--- config.mk ---
export PLATFORM = sky130hd
export DESIGN_NAME = ex_stage_mc
export DESIGN_NICKNAME = d
export VERILOG_FILES = /design/src/rtl/ex_stage_mc.sv
export SDC_FILE = /design/constraint.sdc
export NUM_CORES = 1
export LEC_CHECK = 0
export ABC_AREA = 1
export BUFFER_PORTS_ARGS = -buffer_cell sky130_fd_sc_hd__buf_2
export CORE_ASPECT_RATIO = 0.5
export CORE_MARGIN = 2
export CORE_UTILIZATION = 55
export CTS_BUF_LIST = sky130_fd_sc_hd__clkbuf_4 sky130_fd_sc_hd__clkbuf_8
export CTS_CLUSTER_DIAMETER = 120
export DETAILED_ROUTE_END_ITERATION = 6
export GPL_ROUTABILITY_DRIVEN = 0
export PLACE_DENSITY = 0.87
export SYNTH_ARGS = -nofsm -noshare
export SYNTH_HDL_FRONTEND = slang
export SYNTH_SLANG_ARGS = --single-unit
--- constraint.sdc ---
create_clock -name clk -period 0.9 [get_ports clk]
set_clock_uncertainty 0.2 [all_clocks]
set_input_delay 0.09 -clock clk [delete_from_list [all_inputs] [get_ports clk]]
set_output_delay 0.09 -clock clk [all_outputs]
set_load 0.02 [all_outputs]
--- src/rtl/ex_stage_mc.sv ---
// Execute stage: operand/store forwarding, single-cycle ALU, registered EX/MEM outputs.
// Optional feature macro EX_MUL_EN adds an iterative shift-add multiplier (cmd 8) with busy handshake.
module ex_stage_mc #(
  parameter int DW  = 16,
  parameter int RW  = 3,
  parameter int OPW = 4
) (
  input  logic           clk,
  input  logic           rst_n,
  input  logic           stall_in,
  input  logic           flush,
  input  logic           in_valid,
  input  logic [OPW-1:0] opcode_in,
  input  logic [3:0]     cmd,
  input  logic [1:0]     fwd_sel_a,
  input  logic [1:0]     fwd_sel_b,
  input  logic [1:0]     fwd_sel_st,
  input  logic [DW-1:0]  fwd_res_ex,
  input  logic [DW-1:0]  fwd_res_mem,
  input  logic [DW-1:0]  fwd_res_wb,
  input  logic [DW-1:0]  rs_a,
  input  logic [DW-1:0]  rs_b,
  input  logic [DW-1:0]  store_data_in,
  input  logic [RW-1:0]  op_dest_in,
  input  logic           mem_write_en_in,
  input  logic           wb_mux_in,
  input  logic           wb_en_in,
  output logic           busy,
  output logic           ex_valid,
  output logic [DW-1:0]  alu_res,
  output logic [DW-1:0]  ex_store_data,
  output logic [RW-1:0]  ex_op_dest,
  output logic           ex_mem_write_en,
  output logic           ex_wb_mux,
  output logic           ex_wb_en,
  output logic [OPW-1:0] ex_opcode
);

  localparam int SW = $clog2(DW);

  localparam logic [3:0] CMD_ADD = 4'd0;
  localparam logic [3:0] CMD_SUB = 4'd1;
  localparam logic [3:0] CMD_AND = 4'd2;
  localparam logic [3:0] CMD_OR  = 4'd3;
  localparam logic [3:0] CMD_XOR = 4'd4;
  localparam logic [3:0] CMD_SLL = 4'd5;
  localparam logic [3:0] CMD_SRL = 4'd6;
  localparam logic [3:0] CMD_SRA = 4'd7;
  localparam logic [3:0] CMD_MUL = 4'd8;

  function automatic logic [DW-1:0] fwd_pick(input logic [1:0] sel,
                                             input logic [DW-1:0] reg_val,
                                             input logic [DW-1:0] ex_val,
                                             input logic [DW-1:0] mem_val,
                                             input logic [DW-1:0] wb_val);
    logic [DW-1:0] r;
    case (sel)
      2'b10:   r = ex_val;
      2'b11:   r = mem_val;
      2'b01:   r = wb_val;
      default: r = reg_val;
    endcase
    return r;
  endfunction

  // cmd 8 yields 0 here; when the multiplier exists it is taken by the FSM instead.
  function automatic logic [DW-1:0] alu_calc(input logic [3:0] op,
                                             input logic [DW-1:0] a,
                                             input logic [DW-1:0] b);
    logic [SW-1:0] sh;
    logic [DW-1:0] r;
    sh = b[SW-1:0];
    case (op)
      CMD_ADD: r = a + b;
      CMD_SUB: r = a - b;
      CMD_AND: r = a & b;
      CMD_OR:  r = a | b;
      CMD_XOR: r = a ^ b;
      CMD_SLL: r = a << sh;
      CMD_SRL: r = a >> sh;
      CMD_SRA: r = $signed(a) >>> sh;
      default: r = '0;
    endcase
    return r;
  endfunction

  logic [DW-1:0]  op_a_s, op_b_s, st_s, alu_s;
  logic           single_load_s, done_load_s, load_en_s;
  logic [DW-1:0]  ld_res_s, ld_st_s;
  logic [RW-1:0]  ld_dest_s;
  logic [OPW-1:0] ld_opc_s;
  logic           ld_mwe_s, ld_wbm_s, ld_wbe_s, ld_valid_s;

  assign op_a_s = fwd_pick(fwd_sel_a, rs_a, fwd_res_ex, fwd_res_mem, fwd_res_wb);
  assign op_b_s = fwd_pick(fwd_sel_b, rs_b, fwd_res_ex, fwd_res_mem, fwd_res_wb);
  assign st_s   = fwd_pick(fwd_sel_st, store_data_in, fwd_res_ex, fwd_res_mem, fwd_res_wb);
  assign alu_s  = alu_calc(cmd, op_a_s, op_b_s);

`ifdef EX_MUL_EN
  typedef enum logic [1:0] {
    ST_IDLE = 2'd0,
    ST_MUL  = 2'd1,
    ST_DONE = 2'd2
  } state_t;

  localparam logic [SW-1:0] CNT_LAST = SW'(DW - 1);

  state_t         state_r, state_nx_s;
  logic [DW-1:0]  mcand_r, mplier_r, acc_r, hold_st_r;
  logic [SW-1:0]  cnt_r;
  logic [RW-1:0]  hold_dest_r;
  logic [OPW-1:0] hold_opc_r;
  logic           hold_mwe_r, hold_wbm_r, hold_wbe_r;
  logic           is_idle_s, mul_accept_s;

  assign is_idle_s     = (state_r == ST_IDLE);
  assign mul_accept_s  = is_idle_s & in_valid & (cmd == CMD_MUL) & ~stall_in & ~flush;
  assign done_load_s   = (state_r == ST_DONE) & ~stall_in & ~flush;
  assign single_load_s = is_idle_s & ~stall_in & ~flush & ~mul_accept_s;
  assign busy = rst_n & (mul_accept_s | (state_r == ST_MUL) |
                         ((state_r == ST_DONE) & stall_in));

  // FSM state register
  always_ff @(posedge clk or negedge rst_n) begin
    if (!rst_n) begin
      state_r <= ST_IDLE;
    end else begin
      state_r <= state_nx_s;
    end
  end

  // FSM next state; flush always returns to IDLE
  always_comb begin
    state_nx_s = state_r;
    if (flush) begin
      state_nx_s = ST_IDLE;
    end else begin
      case (state_r)
        ST_IDLE: state_nx_s = mul_accept_s ? ST_MUL : ST_IDLE;
        ST_MUL:  state_nx_s = (cnt_r == CNT_LAST) ? ST_DONE : ST_MUL;
        ST_DONE: state_nx_s = stall_in ? ST_DONE : ST_IDLE;
        default: state_nx_s = ST_IDLE;
      endcase
    end
  end

  // Multiplier operands, accumulator and held sideband
  always_ff @(posedge clk or negedge rst_n) begin
    if (!rst_n) begin
      mcand_r     <= '0;
      mplier_r    <= '0;
      acc_r       <= '0;
      cnt_r       <= '0;
      hold_st_r   <= '0;
      hold_dest_r <= '0;
      hold_opc_r  <= '0;
      hold_mwe_r  <= 1'b0;
      hold_wbm_r  <= 1'b0;
      hold_wbe_r  <= 1'b0;
    end else if (mul_accept_s) begin
      mcand_r     <= op_a_s;
      mplier_r    <= op_b_s;
      acc_r       <= '0;
      cnt_r       <= '0;
      hold_st_r   <= st_s;
      hold_dest_r <= op_dest_in;
      hold_opc_r  <= opcode_in;
      hold_mwe_r  <= mem_write_en_in;
      hold_wbm_r  <= wb_mux_in;
      hold_wbe_r  <= wb_en_in;
    end else if (state_r == ST_MUL) begin
      if (mplier_r[0]) begin
        acc_r <= acc_r + mcand_r;
      end
      mcand_r  <= {mcand_r[DW-2:0], 1'b0};
      mplier_r <= {1'b0, mplier_r[DW-1:1]};
      cnt_r    <= cnt_r + SW'(1);
    end
  end

  // EX/MEM load source: finished product or the current single-cycle op
  always_comb begin
    load_en_s  = single_load_s | done_load_s;
    ld_res_s   = alu_s;
    ld_st_s    = st_s;
    ld_dest_s  = op_dest_in;
    ld_opc_s   = opcode_in;
    ld_mwe_s   = mem_write_en_in & in_valid;
    ld_wbm_s   = wb_mux_in;
    ld_wbe_s   = wb_en_in & in_valid;
    ld_valid_s = in_valid;
    if (done_load_s) begin
      ld_res_s   = acc_r;
      ld_st_s    = hold_st_r;
      ld_dest_s  = hold_dest_r;
      ld_opc_s   = hold_opc_r;
      ld_mwe_s   = hold_mwe_r;
      ld_wbm_s   = hold_wbm_r;
      ld_wbe_s   = hold_wbe_r;
      ld_valid_s = 1'b1;
    end else begin
      ld_valid_s = in_valid;
    end
  end
`else
  assign single_load_s = ~stall_in & ~flush;
  assign done_load_s   = 1'b0;
  assign busy          = 1'b0;

  // EX/MEM load source: current single-cycle op only
  always_comb begin
    load_en_s  = single_load_s;
    ld_res_s   = alu_s;
    ld_st_s    = st_s;
    ld_dest_s  = op_dest_in;
    ld_opc_s   = opcode_in;
    ld_wbm_s   = wb_mux_in;
    if (in_valid) begin
      ld_mwe_s   = mem_write_en_in;
      ld_wbe_s   = wb_en_in;
      ld_valid_s = 1'b1;
    end else begin
      ld_mwe_s   = 1'b0;
      ld_wbe_s   = 1'b0;
      ld_valid_s = 1'b0;
    end
  end
`endif

  // EX/MEM pipeline register; flush clears only the qualifying bits
  always_ff @(posedge clk or negedge rst_n) begin
    if (!rst_n) begin
      ex_valid        <= 1'b0;
      alu_res         <= '0;
      ex_store_data   <= '0;
      ex_op_dest      <= '0;
      ex_mem_write_en <= 1'b0;
      ex_wb_mux       <= 1'b0;
      ex_wb_en        <= 1'b0;
      ex_opcode       <= '0;
    end else if (flush) begin
      ex_valid        <= 1'b0;
      ex_wb_en        <= 1'b0;
      ex_mem_write_en <= 1'b0;
    end else if (load_en_s) begin
      ex_valid        <= ld_valid_s;
      alu_res         <= ld_res_s;
      ex_store_data   <= ld_st_s;
      ex_op_dest      <= ld_dest_s;
      ex_mem_write_en <= ld_mwe_s;
      ex_wb_mux       <= ld_wbm_s;
      ex_wb_en        <= ld_wbe_s;
      ex_opcode       <= ld_opc_s;
    end
  end

endmodule

==> qor.txt, run 1 <==
Post-synth top flop: dfrtp_1
Post-Syn Area per Cell: 5.90 µm²
Post-synth ARST share: 1.00
Error msg: [ERROR GRT-0116] Global routing finished with congestion. Check the congestion regions in the DRC Viewer.
GRT Total Usage: 0.885
Die width: 160 µm
Fail Step: global routing (5_1_grt)
Clk sinks: 43
Synthesized flop and latch total: 43
IO Count: 165
EDFF count, synth: 0
Clock Path Buffers: 2
Post-Syn Instances: 1131
Yosys cell types: 45
I/O Buffers: 163
Ys Warns: 0
Largest net degree at the start of global routing: 44
DP Wirelength: 24700 µm
Global-route wire length before repair: 89000 µm
Syn_nets: 1304
Cell area after synthesis: 6680 µm²
# rows: 28
Effective utilization at floorplan: 0.564
CTS Buf Count: 5
Outcome: aborted with a tool error
Clock root buffer: clkbuf_8
Vias in the first global route: 14600
GRT overflow: 236
H-tree Lvls: 2
Sequential share of the synthesized area: 0.161
DIE HEIGHT: 81.9 µm
==> per-stage QoR <==
stage	hold slack (ns)	setup WS, ns	std cells	setup TNS (ns)	area, µm²
after floorplan	-0.406	-1.84	1131	-34.14	6890
after global placement	-0.119	-2.35	1622	-39.39	9320
after detailed placement	-0.113	-2.53	1622	-43.18	9320
after CTS	-0.115	-2.00	1684	-40.48	10900
==> Yosys cell counts (10+ instances only) <==
library cell	instances	area, µm²
a31oi_1	19	119
nand2_2	12	75.1
inv_2	16	60.1
buf_2	11	55.1
dfrtp_1	43	1080
xor2_1	14	123
nand2_1	399	1500
buf_6	11	124
nor2_1	82	308
nor2_4	10	113
o21ai_1	18	90.1
a41oi_1	16	140
inv_1	79	297
ha_1	51	638
or2_2	11	68.8
clkbuf_1	18	67.6
nand4_1	13	81.3
a21oi_1	36	180
o21ai_0	36	180
nand3_1	167	836
==> kinds of logic after synthesis <==
group	count (synthesis)	share of synthesized area
compound gates	155	0.144
xor+xnor	14	0.0184
fa+ha+maj	52	0.0986
buf+inv	146	0.103
flops	43	0.161
other cells	1	0.000562
simple gates	720	0.475
==> routing by layer <==
layer	GRT overflow	global-route usage
met5	2	0.583
met4	74	0.969
met3	28	0.783
met2	108	1.01
met1	24	0.856
==> timing repair <==
item	in CTS
setup endpoints to repair	71
hold buffers	12
cloned	3
buffers inserted	39
hold endpoints to repair	70
gates resized for setup	257
pin swaps	111
==> run 2: changes to the inputs <==
Settings changed: CORE_ASPECT_RATIO 0.5 to unset, CORE_UTILIZATION 55 to 40, CTS_BUF_LIST sky130_fd_sc_hd__clkbuf_4 sky130_fd_sc_hd__clkbuf_8 to unset, CTS_CLUSTER_DIAMETER 120 to unset, PLACE_DENSITY 0.87 to unset, PLACE_DENSITY_LB_ADDON set to 0.15.
==> qor.txt, run 2 <==
Outcome: complete, but fails checks
Failing checks: hold timing, setup timing
Layout cells sized above 1: 0.453
DP Wirelength: 22300 µm (-9.6%)
Post-synth top flop: dfrtp_1
Setup slack after layout: -1.96 ns
Largest family of logic cells by synthesized area: simple AND/OR/NAND/NOR gates
Hold buffers post-CTS: 12 (unchanged)
Worst-path clk slew: 0.07 ns
Drt total wl: 31100 µm
Worst vdd ir: 1.06 mV
Clock Latency Late Sink: 0.30 ns
Vias in the first global route: 9099
Antenna violations before repair: 1
Cells along the critical path: buf_12, buf_8, nand3_2, nand3_2, nor2_4, nand2_2, nor2_4, nand4_1, nor2_4, nor2_2, xor2_1, ha_1, nand2_2, nor2_2, nand4_1, nand3_4, nand3_2, nand2_2, a21oi_2, o21ai_2, nand3_1, nand2_1, nand2_1
Synth Area in Compound Gates: 0.144 (unchanged)
DRT Pass-1 Iters: 5
Register area: 1080 µm²
Post-synth top area share: 0.224 (unchanged)
Largest net degree at the start of global routing: 44
Period utilization: 3.17
Clk sinks: 43 (unchanged)
Commonest non-fill, non-tap cell in the layout: nand2_1
Int Pwr: 7780 µW
Crit path time final: 2.86 ns
Die width: 133 µm (-17%)
Clock power frac: 0.165
Post-synthesis cell type with the largest combined area: nand2_1
Sequential share of power: 0.180
Initial DRC count: 1097
Nets@finish: 1710
Static Leakage: 0.00593 µW
Vias: 9780
IO Count: 165 (unchanged)
Post-route ant nets: 0
Sequential share of the synthesized area: 0.161 (unchanged)
Effective utilization at floorplan: 0.406 (-0.158)
Worst endpoint required time: 0.90 ns
Clock Path Buffers: 2 (unchanged)
Worst Reg-to-Reg Cells: 4
FMAX: 0.350 GHz
PD cells: 1200 nW/µm²
Pre-CTS setup slack: -2.39 ns (+0.138 ns)
DIE HEIGHT: 133 µm (+63%)
EDFF count, synth: 0 (unchanged)
Most frequent cells after synthesis: 399 x nand2_1, 167 x nand3_1, 82 x nor2_1, 79 x inv_1, 51 x ha_1
I/O Buffers: 163 (unchanged)
Die ar.: 17700 µm²
Core area: 16500 µm²
Mux contribution to synthesized area: 0 (unchanged)
Psw: 6050 µW
Synth area leaders: nand2_1 22%, dfrtp_1 16%, nand3_1 13%
Post-Synth XOR/XNOR Area: 0.0184 (unchanged)
Part of the power in combinational logic: 0.655
Antenna cells: 0
GRT overflow: 0
Fin util: 0.701
Post-Syn Instances: 1131 (unchanged)
CTS tree: built
Most frequent cells in the layout: 370 x nand2_1, 235 x buf_4, 135 x nand3_1
WL/cell: 17.7 µm
GRT Total Usage: 0.325
Layout area overhead: 72.8%
Avg Vias per Cell: 5.56
Hold depth: 4
Clock root buffer: clkbuf_16
Final setup viols: 71
Fill count: 1313
Post-Synth Adder-Cell Area: 0.0986 (unchanged)
Drt drc: 0
Syn_nets: 1304 (unchanged)
CP startpoint kind: input port
Nature of the critical path endpoint: flop
Maximum capacitance violations: 0
DP Area: 9390 µm² (+0.79%)
Ys Warns: 0 (unchanged)
H-tree Lvls: 2 (unchanged)
RSZ-0062 raised after global routing: yes
Simple-Gate Fraction of Synth Area: 0.475 (unchanged)
Synthesized flop and latch total: 43 (unchanged)
Crit-path max cell delay: 0.36 ns
Design area: 11500 µm²
Post-synth ARST share: 1.00 (unchanged)
Multi-input logic area: 5940 µm²
Cell area after synthesis: 6680 µm² (unchanged)
Global-route wire length before repair: 45900 µm
Most instantiated library cell after synthesis: nand2_1
Crit path DAT: 2.86 ns
CTS Buf Count: 5 (unchanged)
Final hold vios: 19
Max-slew violations: 0
Top Registers: alu_res (16), ex_store_data (16), ex_opcode (4)
Sw Ratio: 0.438
Yosys cell types: 45 (unchanged)
Worst Setup Path Type: in2reg
# rows: 47 (+68%)
Hold_ws: -0.141 ns
Critical Path Fanout Max: 6
Slowest CP cell: ha_1
Post-Syn Area per Cell: 5.90 µm² (unchanged)
Hold WC Path Type: in2reg
run 2: cell counts after synthesis:
No cell type changed its count.
run 2: per-stage QoR:
step,power [µW],std cells,setup TNS (ns)
2_1_floorplan,6390,1131,-34.14
6_report,13800,1758,-38.50
5_1_grt,14700,1758,-42.29
3_3_place_gp,9190,1683,-39.74
3_5_place_dp,9270,1683,-40.63
4_1_cts,12800,1737,-35.86
run 2: cell families after synthesis:
| kind of cell | count (synthesis) |
|---|---|
| buffers and inverters | 146 |
| adder cells (fa/ha/maj) | 52 |
| AND/OR/NAND/NOR | 720 |
| AO/OA/AOI/OAI | 155 |
| XOR/XNOR | 14 |
| flip-flops | 43 |
| other | 1 |
run 2: repair_timing:
item,in CTS,in global routing
pin swaps,77,74
gates cloned,3,3
hold endpoints to repair,70,19
endpoints found under the setup margin,63,80
setup buffers,31,21
gates resized for setup,201,134
run 2: layout make-up:
type | instances | share of cell area
sequential | 43 | 0.0933
multi-input combinational | 942 | 0.515
clock inverter | 2 | 0.00336
tap | 220 | 0.0239
clock buffer | 6 | 0.0120
inverter | 97 | 0.0341
timing repair buffer | 448 | 0.318
run 2: final timing paths:
path / startpoint / slack [ns] / endpoint
min in group asynchronous: rst_n / 0.09 / ex_wb_en$_DFFE_PN0P_
setup reg to reg: ex_wb_mux$_DFFE_PN0P_ / -0.16 / ex_wb_mux$_DFFE_PN0P_
hold reg to reg: ex_opcode[0]$_DFFE_PN0P_ / 0.30 / ex_opcode[0]$_DFFE_PN0P_
max in group asynchronous: rst_n / 0.17 / alu_res[10]$_DFFE_PN0P_
hold / removal: flush / -0.14 / ex_wb_en$_DFFE_PN0P_
setup / recovery: fwd_sel_b[1] / -1.96 / alu_res[13]$_DFFE_PN0P_
run 2: worst max-delay path, delay by kind of cell:
family / cells / cell delay, ns
buf+inv: 2 / 0.25
simple gates: 17 / 1.88
xor+xnor: 1 / 0.14
compound gates: 2 / 0.13
fa+ha+maj: 1 / 0.36
run 2: power by group through the flow:
stage | registers, µW | logic, µW | clock network [µW]
finish | 2490 | 9070 | 2280
global route | 2510 | 9770 | 2420
CTS | 2450 | 8030 | 2330
detailed placement | 2420 | 6840 | 0
global placement | 2410 | 6780 | 0
floorplan | 2780 | 3610 | 0
run 2: layer usage:
metal  track usage  vias to the layer above  wire length [µm]
li1              -                     4584                 -
met5             0                        -                17
met4         0.139                        2              1580
met2         0.543                      538             14500
met1         0.420                     4515             12600
met3        0.0468                      141              2480
Note: power is estimated with default switching activity, not from simulation.
